[config.mk]
export PLATFORM = sky130hd
export DESIGN_NAME = mult_ctrl
export DESIGN_NICKNAME = d
export VERILOG_FILES = /design/src/rtl/mult_pkg.sv /design/src/rtl/mult_ctrl.sv
export SDC_FILE = /design/constraint.sdc
export NUM_CORES = 1
export LEC_CHECK = 0
export ABC_AREA = 1
export CAP_MARGIN = 20
export CORE_AREA = 4 4 41 43
export CTS_CLUSTER_DIAMETER = 60
export DETAILED_ROUTE_END_ITERATION = 16
export DIE_AREA = 0 0 45 47
export GPL_ROUTABILITY_DRIVEN = 0
export GPL_TIMING_DRIVEN = 0
export PLACE_DENSITY_LB_ADDON = 0.12
export REMOVE_ABC_BUFFERS = 1
export SLEW_MARGIN = 20
export SYNTH_ARGS = -nofsm -noshare
export SYNTH_HDL_FRONTEND = slang
export SYNTH_SLANG_ARGS = --single-unit
[constraint.sdc]
create_clock -name clk -period 3.2 [get_ports clk]
set_input_delay 0.64 -clock clk [delete_from_list [all_inputs] [get_ports clk]]
set_output_delay 0.64 -clock clk [all_outputs]
set_load 0.01 [all_outputs]
[src/rtl/mult_pkg.sv]
// Shared encodings for the sequential 8x8 multiplier control path: FSM
// state codes, nibble-pair selects and shifter amounts.
package mult_pkg;

  typedef enum logic [2:0] {
    ST_IDLE = 3'd0,
    ST_LSB  = 3'd1,
    ST_MID  = 3'd2,
    ST_MSB  = 3'd3,
    ST_DONE = 3'd4,
    ST_ERR  = 3'd5
  } state_e;

  // {a_sel, b_sel}: 0 = low nibble, 1 = high nibble
  localparam logic [1:0] SEL_LL = 2'b00;
  localparam logic [1:0] SEL_HL = 2'b01;
  localparam logic [1:0] SEL_LH = 2'b10;
  localparam logic [1:0] SEL_HH = 2'b11;

  localparam logic [1:0] SH0 = 2'b00;
  localparam logic [1:0] SH4 = 2'b01;
  localparam logic [1:0] SH8 = 2'b10;

endpackage

[src/rtl/mult_ctrl.sv]
// Control FSM for the sequential 8x8 multiplier: walks the four 4x4 partial
// products through the nibble mux, shifter and accumulator, one per cycle.
module mult_ctrl
  import mult_pkg::*;
#(
  parameter int CNT_W            = 2,
  parameter bit RESTART_ON_START = 1'b1
) (
  input  logic             clk,
  input  logic             aclr_n,
  input  logic             start,
  input  logic [CNT_W-1:0] count,
  output logic [1:0]       input_sel,
  output logic [1:0]       shift_sel,
  output logic             clk_ena,
  output logic             sclr_n,
  output logic             done_flag,
  output logic             err_flag,
  output logic [2:0]       state_out
);

  if (CNT_W != 2) begin : g_bad_cnt_w
    $error("mult_ctrl: CNT_W must be 2");
  end

  state_e state_q, state_d;
  logic   legal_state;
  logic   restart;

  // NOTE: state flops use non-blocking assignments so every flop samples
  // pre-edge values; the async reset sits in the sensitivity list.
  always_ff @(posedge clk or negedge aclr_n) begin
    if (!aclr_n) state_q <= ST_IDLE;
    else         state_q <= state_d;
  end

  always_comb begin
    // NOTE: every output gets a default before the case, so no path through
    // this block leaves a signal unassigned and no latch is inferred.
    state_d   = state_q;
    input_sel = SEL_LL;
    shift_sel = SH0;
    clk_ena   = 1'b0;
    sclr_n    = 1'b1;
    done_flag = (state_q == ST_DONE);
    err_flag  = (state_q == ST_ERR);
    state_out = state_q;

    legal_state = (state_q inside {ST_IDLE, ST_LSB, ST_MID, ST_MSB, ST_DONE, ST_ERR});
    restart     = start && legal_state &&
                  (RESTART_ON_START || !(state_q inside {ST_MID, ST_MSB}));

    if (restart) begin
      clk_ena = 1'b1;
      sclr_n  = 1'b0;
      state_d = ST_LSB;
    end else begin
      case (state_q)
        ST_IDLE, ST_DONE, ST_ERR: state_d = state_q;
        ST_LSB: begin
          if (count == CNT_W'(0)) begin
            input_sel = SEL_LL;
            shift_sel = SH0;
            clk_ena   = 1'b1;
            state_d   = ST_MID;
          end else begin
            state_d = ST_ERR;
          end
        end
        ST_MID: begin
          if (count == CNT_W'(1)) begin
            input_sel = SEL_HL;
            shift_sel = SH4;
            clk_ena   = 1'b1;
          end else if (count == CNT_W'(2)) begin
            input_sel = SEL_LH;
            shift_sel = SH4;
            clk_ena   = 1'b1;
            state_d   = ST_MSB;
          end else begin
            state_d = ST_ERR;
          end
        end
        ST_MSB: begin
          if (count == CNT_W'(3)) begin
            input_sel = SEL_HH;
            shift_sel = SH8;
            clk_ena   = 1'b1;
            state_d   = ST_DONE;
          end else begin
            state_d = ST_ERR;
          end
        end
        default: state_d = ST_IDLE;
      endcase
    end

    // Mealy outputs must read as idle while reset is asserted, even if start is high.
    if (!aclr_n) begin
      input_sel = SEL_LL;
      shift_sel = SH0;
      clk_ena   = 1'b0;
      sclr_n    = 1'b1;
    end
  end

endmodule

; ---- Word-level counts from Yosys, hierarchy flattened
; Cells that the tools add are included.
[totals]
elab_cells = 44
out_inout_bits = 11
input_bits = 5
regBits = 3
[classes]
n_eq_ne = 10
mux = 27
n_reduce_logical = 6
[ops]
columns = cell, count
row1 = 2-to-1 mux 2 bit, 8
row2 = 2-to-1 mux 3 bit, 4
row3 = case mux 3 bit (4 select lines), 1
row4 = 2-to-1 mux 1 bit, 11
row5 = case mux 2 bit (2 select lines), 2
row6 = equality test 3 x 2 -> 1 bit (second input constant), 2
row7 = equality test 3 bit (second input constant), 2
row8 = nonzero test 6 bit, 1
row9 = equality test 2 bit (second input constant), 2
row10 = equality test 3 x 1 -> 1 bit (second input constant), 1
row11 = logical NOT 3 bit, 1
row12 = != test 3 bit (second input constant), 1
row13 = case mux 1 bit (3 select lines), 1
row14 = OR reduction 3 bit, 1
row15 = equality test 2 x 1 -> 1 bit (second input constant), 1
row16 = logical NOT 2 bit, 1
row17 = != test 2 bit (second input constant), 1
row18 = AND reduction 2 bit, 1
row19 = logical AND 1 bit, 1

; ---- Longest topological paths before layout
; Gate-level depths: netlist of the first run.
[logic_depth]
depth_word = 6
depth_mapped = 8
ltp_nobuf = 8

; ---- Worst setup path after synthesis of the first run
; No wires, ideal clock.
[synth_timing]
kind = input to output
startpoint = input port count[0]
endpoint = output port input_sel[1]
t_required_ns = 2.560
path_buffers = 0
path_slack_ns = 1.339
t_arrival_ns = 1.221
path_stages = 6
cell_sequence = inv_1 -> ha_1 -> nand2_1 -> inv_1 -> nand2_1 -> a21oi_1
[synth_via]
elab_chain_len = 6
elab_cells_between_ends = 9
classes_between = eq/ne: 3 / mux: 6
[synth_lines]
columns = item, line_no
row1 = from (decl), mult_ctrl.sv:12  ; input logic [CNT_W-1:0] count,
row2 = equality test 2 bit, mult_ctrl.sv:75  ; end else if (count == CNT_W'(2)) begin
row3 = 2-to-1 mux 2 bit, mult_ctrl.sv:75
row4 = 2-to-1 mux 2 bit, mult_ctrl.sv:71  ; if (count == CNT_W'(1)) begin
row5 = case mux 2 bit (2 select lines) *, mult_ctrl.sv:58  ; case (state_q)
row6 = 2-to-1 mux 2 bit *, mult_ctrl.sv:53  ; if (restart) begin
row7 = 2-to-1 mux 2 bit *, mult_ctrl.sv:99  ; if (!aclr_n) begin
row8 = to (decl), mult_ctrl.sv:13  ; output logic [1:0] input_sel,
; Mark *: on every way between the ends. The rest lies on a longest branch, timed or not.

; ---- Worst setup path in the final report of the first run
[layout_timing]
startpoint = input port count[0]
endpoint = output port clk_ena
[layout_via]
elab_chain_len = 6
elab_cells_between_ends = 11
classes_between = eq/ne: 3 / mux: 7 / reduce/logical: 1
[layout_lines]
columns = item, line_no
row1 = equality test 2 bit, mult_ctrl.sv:75
row2 = 2-to-1 mux 1 bit, mult_ctrl.sv:75
row3 = 2-to-1 mux 1 bit, mult_ctrl.sv:71
row4 = case mux 1 bit (3 select lines) *, mult_ctrl.sv:58
row5 = 2-to-1 mux 1 bit *, mult_ctrl.sv:53
row6 = 2-to-1 mux 1 bit *, mult_ctrl.sv:99
row7 = to (decl), mult_ctrl.sv:15  ; output logic clk_ena,
; Marked as above.

==> results.txt, run 1 <==
Status: complete, no violations
CP Depth: 8
Vias per cell: 4.394
Endpoints failing setup: 0
Vias: 435
Row cnt: 13
Dpl cell area: 570.5 sq um
Multi-input logic area: 285.3 sq um
Final Hold Fails: 0
Clock Sinks: 3
Area Overhead vs Synth: 48.60%
Final TNS setup: 0 ns
Syn Inst Count: 65
Reg2reg start: state_out[2]
Crit-path cells: clkdlybuf4s50_1 > inv_1 > ha_1 > nand2_1 > nand3_1 > nand2_1 > nand2_1 > clkdlybuf4s50_1
Critical path arrival: 2.27 ns
CP max stage delay: 0.52 ns
CP max FO: 3
Synth Register Bits: 3
Post-synth cell types: 16
Initial core utilization: 0.3087
Remaining antenna violation count after routing: 0
Synth area leader: nand2_1
Clock Skews: 0.005322 ns
ANT cells: 0
Final net count: 94
Peak Freq: 343.7 MHz
Die W: 45 microns
Post-CTS sizing: 0
Final period utilization: 0.9092
Die area: 0.002115 sq mm
Worst R2R End: state_out[0]
Worst Setup End Kind: output port
Cts bufs inserted: 3
Maxcap violations: 0
Pin count of the biggest net entering global routing: 8
H-tree levels: 1
Fill cell instance count of the final layout: 149
Largest cells by area after synthesis: nand2_1 21%, dfrtp_1 19%, ha_1 12%
Crit-path leading delay family: buffers and inverters
Dpl hpwl: 766.9 microns
Cts hold-fix bufs: 0
Core box area: 0.001301 sq mm
Post-synth top cells: 22 x nand2_1, 6 x inv_1, 6 x nor2_1, 5 x inv_2
Post-Layout Inst Area: 596.8 sq um
Per-cell routed wire length: 9.545 microns
Vias in the first global route: 441
Postcts setup bufs: 0
Synth Flop Type: dfrtp_1
VDD IR max: 0.3023 mV
Global-route wire length before repair: 1.690 mm
P_leak: 0.2874 nW
Most numerous cell in the Yosys netlist: nand2_1
Max reg flops: 3
Crit. Startpoint: count[0]
Hold crit path type: primary input to asynchronous set/reset pin
Pwr per Cell Area: 565.5 mW/mm^2
Slew @ Worst Pin: 0.3254 ns
Share of layout cells above drive strength 1: 0.2262
Setup crit end: clk_ena
WP data required: 2.56 ns
DRT iter0 DRCs: 3
Total wire length: 945 microns
CP Class: primary input to output port
Pins Over Slew Limit: 0
GRT Resource Usage Total: 0.1068
RSZ-0062 raised after global routing: false
Crit path buf inv count: 3
FF+latch area: 75.07 sq um
Clk pin slew, worst setup/hold paths: 0.04 ns
GRT overflow: 0
Initial antenna violation count: 0
DRC: 0
Final Util: 0.4587
Nature of the critical path startpoint: primary input
Worst hold slack: 0.6433 ns
Critical Path Most Common Cell: nand2_1
Skew-Pair Late Insertion Delay: 0.23 ns
CTS Buffer Depth: 2
Crit path time final: 2.909 ns
Share of the synthesized area in the top cell type: 0.2056
Synth warn: 0
CTS tree: done
Max_slew headroom: 0.7830
EDFF count, synth: 0
TritonRoute pass-1 iters: 4
Die Height: 47 microns
Mapped cell area: 401.6 sq um
# IOs: 16
Slowest library cell on the worst path: clkdlybuf4s50_1
Clk root buf: clkbuf_4
Sequential-to-total area share from yosys stat: 0.1869
Syn avg cell area: 6.179 sq um
Worst Reg-to-Reg Cells: 6
FF-to-FF setup slack: 2.01 ns
Post-synth ARST share: 1.000
PortBufs: 15
-- worst min path at each step --
| stage | from | to | slack (ns) |
|---|---|---|---|
| 6_report | aclr_n | state_out[2] | 0.64 |
| 5_1_grt | aclr_n | state_out[2] | 0.66 |
| 4_1_cts | aclr_n | state_out[2] | 0.64 |
| 3_5_place_dp | state_out[0] | state_out[0] | 0.65 |
| 3_3_place_gp | state_out[0] | state_out[0] | 0.66 |
| 2_1_floorplan | aclr_n | state_out[0] | 0.34 |
-- cells by family after synthesis --
group | synth area share
DFF | 0.1869
AOI/OAI and AO/OA | 0.07477
buffers and inverters | 0.1028
and+or+nand+nor | 0.5109
adders and majority gates | 0.1246
-- layer usage --
metal / global-route usage / routed length, microns / part of all wire
met1: 0.1461 / 468 / 0.50
met2: 0.1723 / 421 / 0.45
met3: 0.003831 / 55 / 0.058
met4: 0.05263 / 0 / 0
met5: 0 / 0 / 0
-- placed cells by master (no fill, tap or decap), drive strengths merged --
master,instances
ha,4
clkbuf,4
clkdlybuf4s50,15
o21ai,1
o22ai,1
inv,11
a21oi,3
dfrtp,3
nor2,10
nand3,6
nand2,26
-- through the flow --
stage / setup slack (ns) / total power, mW / instances
CTS: 0.2783 / 0.3434 / 99
floorplan: 1.339 / 0.1954 / 65
global placement: 0.2910 / 0.2760 / 95
global route: 0.1687 / 0.3725 / 99
detailed placement: 0.2892 / 0.2736 / 95
finish: 0.2905 / 0.3375 / 99
-- cell type report --
| type | count | area share |
|---|---|---|
| Clock buffer | 4 | 0.04403 |
| Inverter | 11 | 0.06918 |
| Multi-Input combinational cell | 51 | 0.4780 |
| Sequential cell | 3 | 0.1258 |
| Tap cell | 15 | 0.03145 |
| Timing Repair Buffer | 15 | 0.2516 |
-- power by group --
| group | leakage (nW) | switching, mW | internal, mW | total, mW |
|---|---|---|---|---|
| clock | 0.0150 | 0.0186 | 0.0467 | 0.0653 |
| combinational | 0.234 | 0.0994 | 0.0869 | 0.186 |
| sequential | 0.0382 | 0.0344 | 0.0516 | 0.0860 |
| total | 0.287 | 0.152 | 0.185 | 0.337 |
Note: power is estimated with default switching activity, not from simulation.
==> run 2: changes to the inputs <==
==> constraint.sdc (replaced) <==
create_clock -name clk -period 3.2 [get_ports clk]
set_input_delay 0.32 -clock clk [delete_from_list [all_inputs] [get_ports clk]]
set_output_delay 0.32 -clock clk [all_outputs]
set_load 0.01 [all_outputs]
==> results of run 2 <==
Same layout as run 1 (identical final DEF). Status: complete, no violations.
Main changes from that run: setup slack after placement 0.2892 ns -> 0.9292 ns; setup slack after layout 0.2905 ns -> 0.9305 ns; hold slack 0.6433 ns -> 0.3233 ns
==> edit 1, RTL diff (flow settings as in run 1) <==
The parameter `RESTART_ON_START` goes from 1'b1 to 1'b0.
--- a/src/rtl/mult_ctrl.sv
+++ b/src/rtl/mult_ctrl.sv
@@ -4,7 +4,7 @@
   import mult_pkg::*;
 #(
   parameter int CNT_W            = 2,
-  parameter bit RESTART_ON_START = 1'b1
+  parameter bit RESTART_ON_START = 1'b0
 ) (
   input  logic             clk,
   input  logic             aclr_n,
Function: changed (a bounded check fails within 4 cycles, from zero or initial values).
==> edit 1 against run 1 <==
Power is 3.2% lower; maximum frequency grew 0.50%; critical path type unchanged; routed wire length down 6.7%; largest power group unchanged; non-clock buffer count is the same; cell area down 6.7%; sequential cell count did not move; die area did not move; setup slack better by 0.014 ns; synthesized area down 10%; count of clock-buffer cells in the layout unchanged.
==> edit 1: results (changes against run 1) <==
DRC violation total after the first TritonRoute iteration - 8 (+5)
Avg WL per Cell - 9.28 um (-2.7%)
standard cell area after detailed placement - 531 sq um (-7.0%)
Largest register FFs - 3 (unchanged)
dominant delay contributor by cell family on the critical path - buffers and inverters
crit path capture - clk_ena
number of input and output port buffers inserted - 15 (unchanged)
GRT met1 Usage - 13.9% (-0.75 points)
most frequent cells after synthesis - 20 x sky130_fd_sc_hd__nand2_1, 10 x sky130_fd_sc_hd__nand3_1, 9 x sky130_fd_sc_hd__nor2_1
aggregate routed wire length - 882 um (-6.7%)
post-route setup slack - 0.305 ns (+0.0144 ns)
R2R cell count - 7 (+1)
worst reg2reg path endpoint - state_out[2]
register area share after synthesis - 20.8% (+2.1 points)
Netlist cell types - 11 (-5)
global routing usage on met3 - 4.60% (+4.2 points)
via count of the first global-routing pass - 368 (-17%)
post-CTS setup buffer count - 0 (unchanged)
share of final-layout standard cells stronger than drive strength 1 - 11.3% (-11 points)
number of buffers between clock root and the deepest sink - 2 (unchanged)
post-DP HPWL - 717 um (-6.5%)
FF-to-FF setup slack - 2.05 ns (+0.04 ns)
clock tree root buffer cell - sky130_fd_sc_hd__clkbuf_4
global-route usage over all layers - 10.1% (-0.57 points)
worst reg2reg startpoint - state_out[2]
total sequential power - 0.0797 mW (-7.3%)
worst path arrival time - 2.26 ns
Resize count post-CTS - 0 (unchanged)
total number of yosys warnings - 0 (unchanged)
met2 Resource Use GR - 13.0% (-4.2 points)
fraction of power spent switching nets - 43.6% (-1.6 points)
first-pass GRT wire length - 1520 um (-9.8%)
uppermost metal layer occupied by signal nets - met3
fin nets - 90 (-4.3%)
largest net degree at the start of global routing - 8 (unchanged)
FFs w/ async S/R, synth - 100% (unchanged)
cell count after synthesis - 61 (-6.2%)
routed wl met2 - 367 um (-13%)
Met1 Wirelength - 459 um (-1.9%)
placed cells - 91 (-4.2%)
Leak - 0.279 nW (-2.9%)
Crit Path Max Fanout - 3 (unchanged)
clock input transition at the sequential cells of the worst setup and hold paths - 0.04 ns (about the same)
skew final - 0.00189 ns (-0.00343 ns)
cells taking the most area after synthesis - sky130_fd_sc_hd__dfrtp_1 21%, sky130_fd_sc_hd__nand2_1 21%, sky130_fd_sc_hd__ha_1 14%
post-layout total power - 0.327 mW (-3.2%)
worst setup path startpoint - count[0]
dominant synthesized flop cell - sky130_fd_sc_hd__dfrtp_1
critical path's largest stage delay - 0.53 ns
worst slew pin tran - 0.292 ns (-0.0337 ns)
Skew-Pair Late Insertion Delay - 0.23 ns (about the same)
share of power burned in combinational logic - 55.0% (-0.2 points)
GRT overflow - 0 (unchanged)
maximum VDD drop - 0.143 mV (-53%)
routed wire length on met3 - 55 um (unchanged)
result of the run - finished, final reports clean
Min-Delay Path Class - primary input to async pin
total via count after detailed routing - 410 (-5.7%)
Diodes inserted - 0 (unchanged)
## edit 1: worst min-delay path by stage
stage	end	slack, ns	from	depth (start not counted)
final	state_out[2]	0.62	aclr_n	1
after global routing	state_out[2]	0.63	aclr_n	1
after CTS	state_out[2]	0.62	aclr_n	1
after detailed placement	state_out[0]	0.62	state_out[0]	2
after global placement	state_out[0]	0.62	state_out[0]	2
after floorplan	state_out[0]	0.34	aclr_n	0
## edit 1: area by class of cell
class,count,area (sq um)
Clock buffer,4,26.3
Sequential cell,3,75.1
Multi-Input combinational cell,49,253
Inverter,9,33.8
Timing Repair Buffer,15,150
Fill cell,151,744
Tap cell,15,18.8
## edit 1: cell families (layout without fill, tap and decap cells)
family,count (synthesis),after routing,share of synthesized area [%]
buffers and inverters,9,28,9.34
AOI/OAI and AO/OA,3,3,4.15
adders and majority gates,4,4,13.8
DFF,3,3,20.8
and+or+nand+nor,42,42,51.9
==> edit 2, RTL diff (settings of run 1) <==
Made on the original files. Register the output `shift_sel`, cleared by the reset; this adds one clock of latency there. The other outputs are not delayed to match.
--- a/src/rtl/mult_ctrl.sv
+++ b/src/rtl/mult_ctrl.sv
@@ -19,6 +19,8 @@
   output logic [2:0]       state_out
 );
 
+  logic [1:0] shift_sel_d;
+
   if (CNT_W != 2) begin : g_bad_cnt_w
     $error("mult_ctrl: CNT_W must be 2");
   end
@@ -39,7 +41,7 @@
     // this block leaves a signal unassigned and no latch is inferred.
     state_d   = state_q;
     input_sel = SEL_LL;
-    shift_sel = SH0;
+    shift_sel_d = SH0;
     clk_ena   = 1'b0;
     sclr_n    = 1'b1;
     done_flag = (state_q == ST_DONE);
@@ -60,7 +62,7 @@
         ST_LSB: begin
           if (count == CNT_W'(0)) begin
             input_sel = SEL_LL;
-            shift_sel = SH0;
+            shift_sel_d = SH0;
             clk_ena   = 1'b1;
             state_d   = ST_MID;
           end else begin
@@ -70,11 +72,11 @@
         ST_MID: begin
           if (count == CNT_W'(1)) begin
             input_sel = SEL_HL;
-            shift_sel = SH4;
+            shift_sel_d = SH4;
             clk_ena   = 1'b1;
           end else if (count == CNT_W'(2)) begin
             input_sel = SEL_LH;
-            shift_sel = SH4;
+            shift_sel_d = SH4;
             clk_ena   = 1'b1;
             state_d   = ST_MSB;
           end else begin
@@ -84,7 +86,7 @@
         ST_MSB: begin
           if (count == CNT_W'(3)) begin
             input_sel = SEL_HH;
-            shift_sel = SH8;
+            shift_sel_d = SH8;
             clk_ena   = 1'b1;
             state_d   = ST_DONE;
           end else begin
@@ -98,11 +100,19 @@
     // Mealy outputs must read as idle while reset is asserted, even if start is high.
     if (!aclr_n) begin
       input_sel = SEL_LL;
-      shift_sel = SH0;
+      shift_sel_d = SH0;
       clk_ena   = 1'b0;
       sclr_n    = 1'b1;
     end
   end
 
+  always_ff @(posedge clk or negedge aclr_n) begin
+    if (!aclr_n) begin
+      shift_sel <= '0;
+    end else begin
+      shift_sel <= shift_sel_d;
+    end
+  end
+
 endmodule
 
Behaviour: not the same (Yosys sat finds a counterexample within 4 cycles, from zero or initial values).
==> edit 2 against run 1 <==
Worst hold slack got worse by 0.055 ns; cell count decreased by 7.1%; sequential cell count increased by 2; clock skew decreased by 0.0020 ns; maximum frequency decreased by 1.3%; global-route usage decreased by 0.59 points; power increased by 8.7%; cell area increased by 3.8%; routed wire length increased by 0.74%; setup slack got worse by 0.040 ns; synthesized area increased by 5.6%; critical path type unchanged; largest cell class unchanged; highest routed layer unchanged.
==> edit 2: results (changes against run 1) <==
first-pass GRT wire length - 1460 um (-13%)
largest net degree at the start of global routing - 10 (+2)
worst reg2reg path endpoint - state_out[0]
Largest register FFs - 3 (unchanged)
pre-CTS setup slack - 0.242 ns (-0.0473 ns)
clock tree root buffer cell - sky130_fd_sc_hd__clkbuf_4
worst reg2reg startpoint - state_out[2]
Leak - 0.300 nW (+4.3%)
crit path capture - clk_ena
Min-Delay Path Class - register to register
DRC violation total after the first TritonRoute iteration - 2 (-1)
adder-cell share of the synthesized area - 11.8% (-0.66 points)
filler instances - 138 (-7.4%)
Met1 Wirelength - 445 um (-4.9%)
worst setup path startpoint - count[0]
global-route usage over all layers - 10.1% (-0.59 points)
uppermost metal layer occupied by signal nets - met3
FFs w/ async S/R, synth - 100% (unchanged)
net switching component of the power - 0.158 mW (+3.5%)
remaining max-slew budget at the tightest pin - 77.2% (-1.1 points)
start point of the worst min-delay path - state_out[0]
antenna violations before repair - 0 (unchanged)
post-route setup slack - 0.251 ns (-0.0396 ns)
Crit Path Max Fanout - 3 (unchanged)
Synth Area in XOR/XNOR - 0% (unchanged)
result of the run - finished, final reports clean
cells taking the most area after synthesis - sky130_fd_sc_hd__dfrtp_1 29%, sky130_fd_sc_hd__nand2_1 12%, sky130_fd_sc_hd__ha_1 12%
aggregate routed wire length - 952 um (+0.74%)
Resize count post-CTS - 0 (unchanged)
Synth Area in Compound Gates - 11.2% (+3.7 points)
post-DP HPWL - 752 um (-2.0%)
total clock buffers created by CTS - 3 (unchanged)
R2R cell count - 5 (-1)
post-CTS setup buffer count - 0 (unchanged)
routed wire length on met3 - 106 um (+93%)
dominant synthesized flop cell - sky130_fd_sc_hd__dfrtp_1
most frequent cells after synthesis - 14 x sky130_fd_sc_hd__nand2_1, 7 x sky130_fd_sc_hd__nor2_1, 5 x sky130_fd_sc_hd__dfrtp_1, 5 x sky130_fd_sc_hd__nand3_1
register area share after synthesis - 29.5% (+11 points)
total via count after detailed routing - 436 (+0.23%)
worst path arrival time - 2.31 ns (+0.04 ns)
total number of yosys warnings - 0 (unchanged)
number of input and output port buffers inserted - 15 (unchanged)
FF-to-FF setup slack - 2.00 ns
Skew-Pair Late Insertion Delay - 0.24 ns
via count of the first global-routing pass - 361 (-18%)
maximum VDD drop - 0.292 mV (-3.4%)
standard cell area after detailed placement - 593 sq um (+3.9%)
skew final - 0.00336 ns (-0.00196 ns)
share of final-layout standard cells stronger than drive strength 1 - 18.2% (-4.4 points)
Diodes inserted - 0 (unchanged)
Netlist cell types - 19 (+3)
clock input transition at the sequential cells of the worst setup and hold paths - 0.04 ns (about the same)
total number of H-tree levels - 1 (unchanged)
fin nets - 87 (-7.4%)
drt pass-1 iters - 5 (+1)
total count of max-transition violations in the final report - 0 (unchanged)
routed wl met2 - 401 um (-4.8%)
number of buffers between clock root and the deepest sink - 2 (unchanged)
[edit 2: changes by cell type in the layout (fill, tap and decap cells not counted), sizes merged]
| cell | change |
|---|---|
| nand2 | -11 |
| nor2 | -2 |
| a21boi | +1 |
| nor3 | +1 |
| nand3 | +1 |
| o22ai | -1 |
| nand4 | +2 |
| o21ai | +1 |
| o21bai | +1 |
| and3 | +1 |
| dfrtp | +2 |
| inv | -3 |
[edit 2: cells by family after synthesis]
kind of cell,count (synthesis)
compound gates,7
fa+ha+maj,4
buf+inv,8
flops,5
simple gates,34
[edit 2: critical path, cell delays in order]
cell and delay, ns:
sky130_fd_sc_hd__clkdlybuf4s50_1 0.50, sky130_fd_sc_hd__inv_1 0.07, sky130_fd_sc_hd__ha_1 0.27, sky130_fd_sc_hd__nand3_1 0.10, sky130_fd_sc_hd__nand3_1 0.09, sky130_fd_sc_hd__nand2_1 0.05
sky130_fd_sc_hd__nand2_1 0.05, sky130_fd_sc_hd__clkdlybuf4s50_1 0.52
[edit 2: worst min-delay path by stage]
stage | to | slack [ns] | cells past startpoint
after floorplan | shift_sel[0] | 0.34 | 0
after global placement | state_out[0] | 0.57 | 2
after detailed placement | state_out[0] | 0.59 | 2
after CTS | state_out[0] | 0.60 | 2
after global routing | state_out[0] | 0.64 | 2
final | state_out[0] | 0.59 | 2
[edit 2: through the flow]
step | instances | util (%)
3_5_place_dp | 88 | 45.6
4_1_cts | 92 | 47.6
2_1_floorplan | 58 | -
3_3_place_gp | 88 | 45.6
6_report | 92 | 47.6
5_1_grt | 92 | 47.6
[edit 2: final cells by class]
cell class              instances  area [sq um]  share of cell area, %
repair buffers                 15           150                   24.2
well taps                      15          18.8                   3.03
inverters                       8          30.0                   4.85
multi-input cells              45           269                   43.4
flip-flops and latches          5           125                   20.2
clock buffers                   4          26.3                   4.24
[edit 2: power groups by stage]
stage / Clock, mW / Combinational, mW / Sequential (mW)
global placement: 0 / 0.188 / 0.108
detailed placement: 0 / 0.187 / 0.108
CTS: 0.0749 / 0.188 / 0.108
finish: 0.0726 / 0.187 / 0.107
floorplan: 0 / 0.108 / 0.110
global route: 0.0796 / 0.207 / 0.111
[edit 2: layer usage]
metal,vias up,global-route usage [%]
met2,18,14.1
met4,0,3.51
met5,-,0
met1,189,12.7
li1,229,-
met3,0,6.13
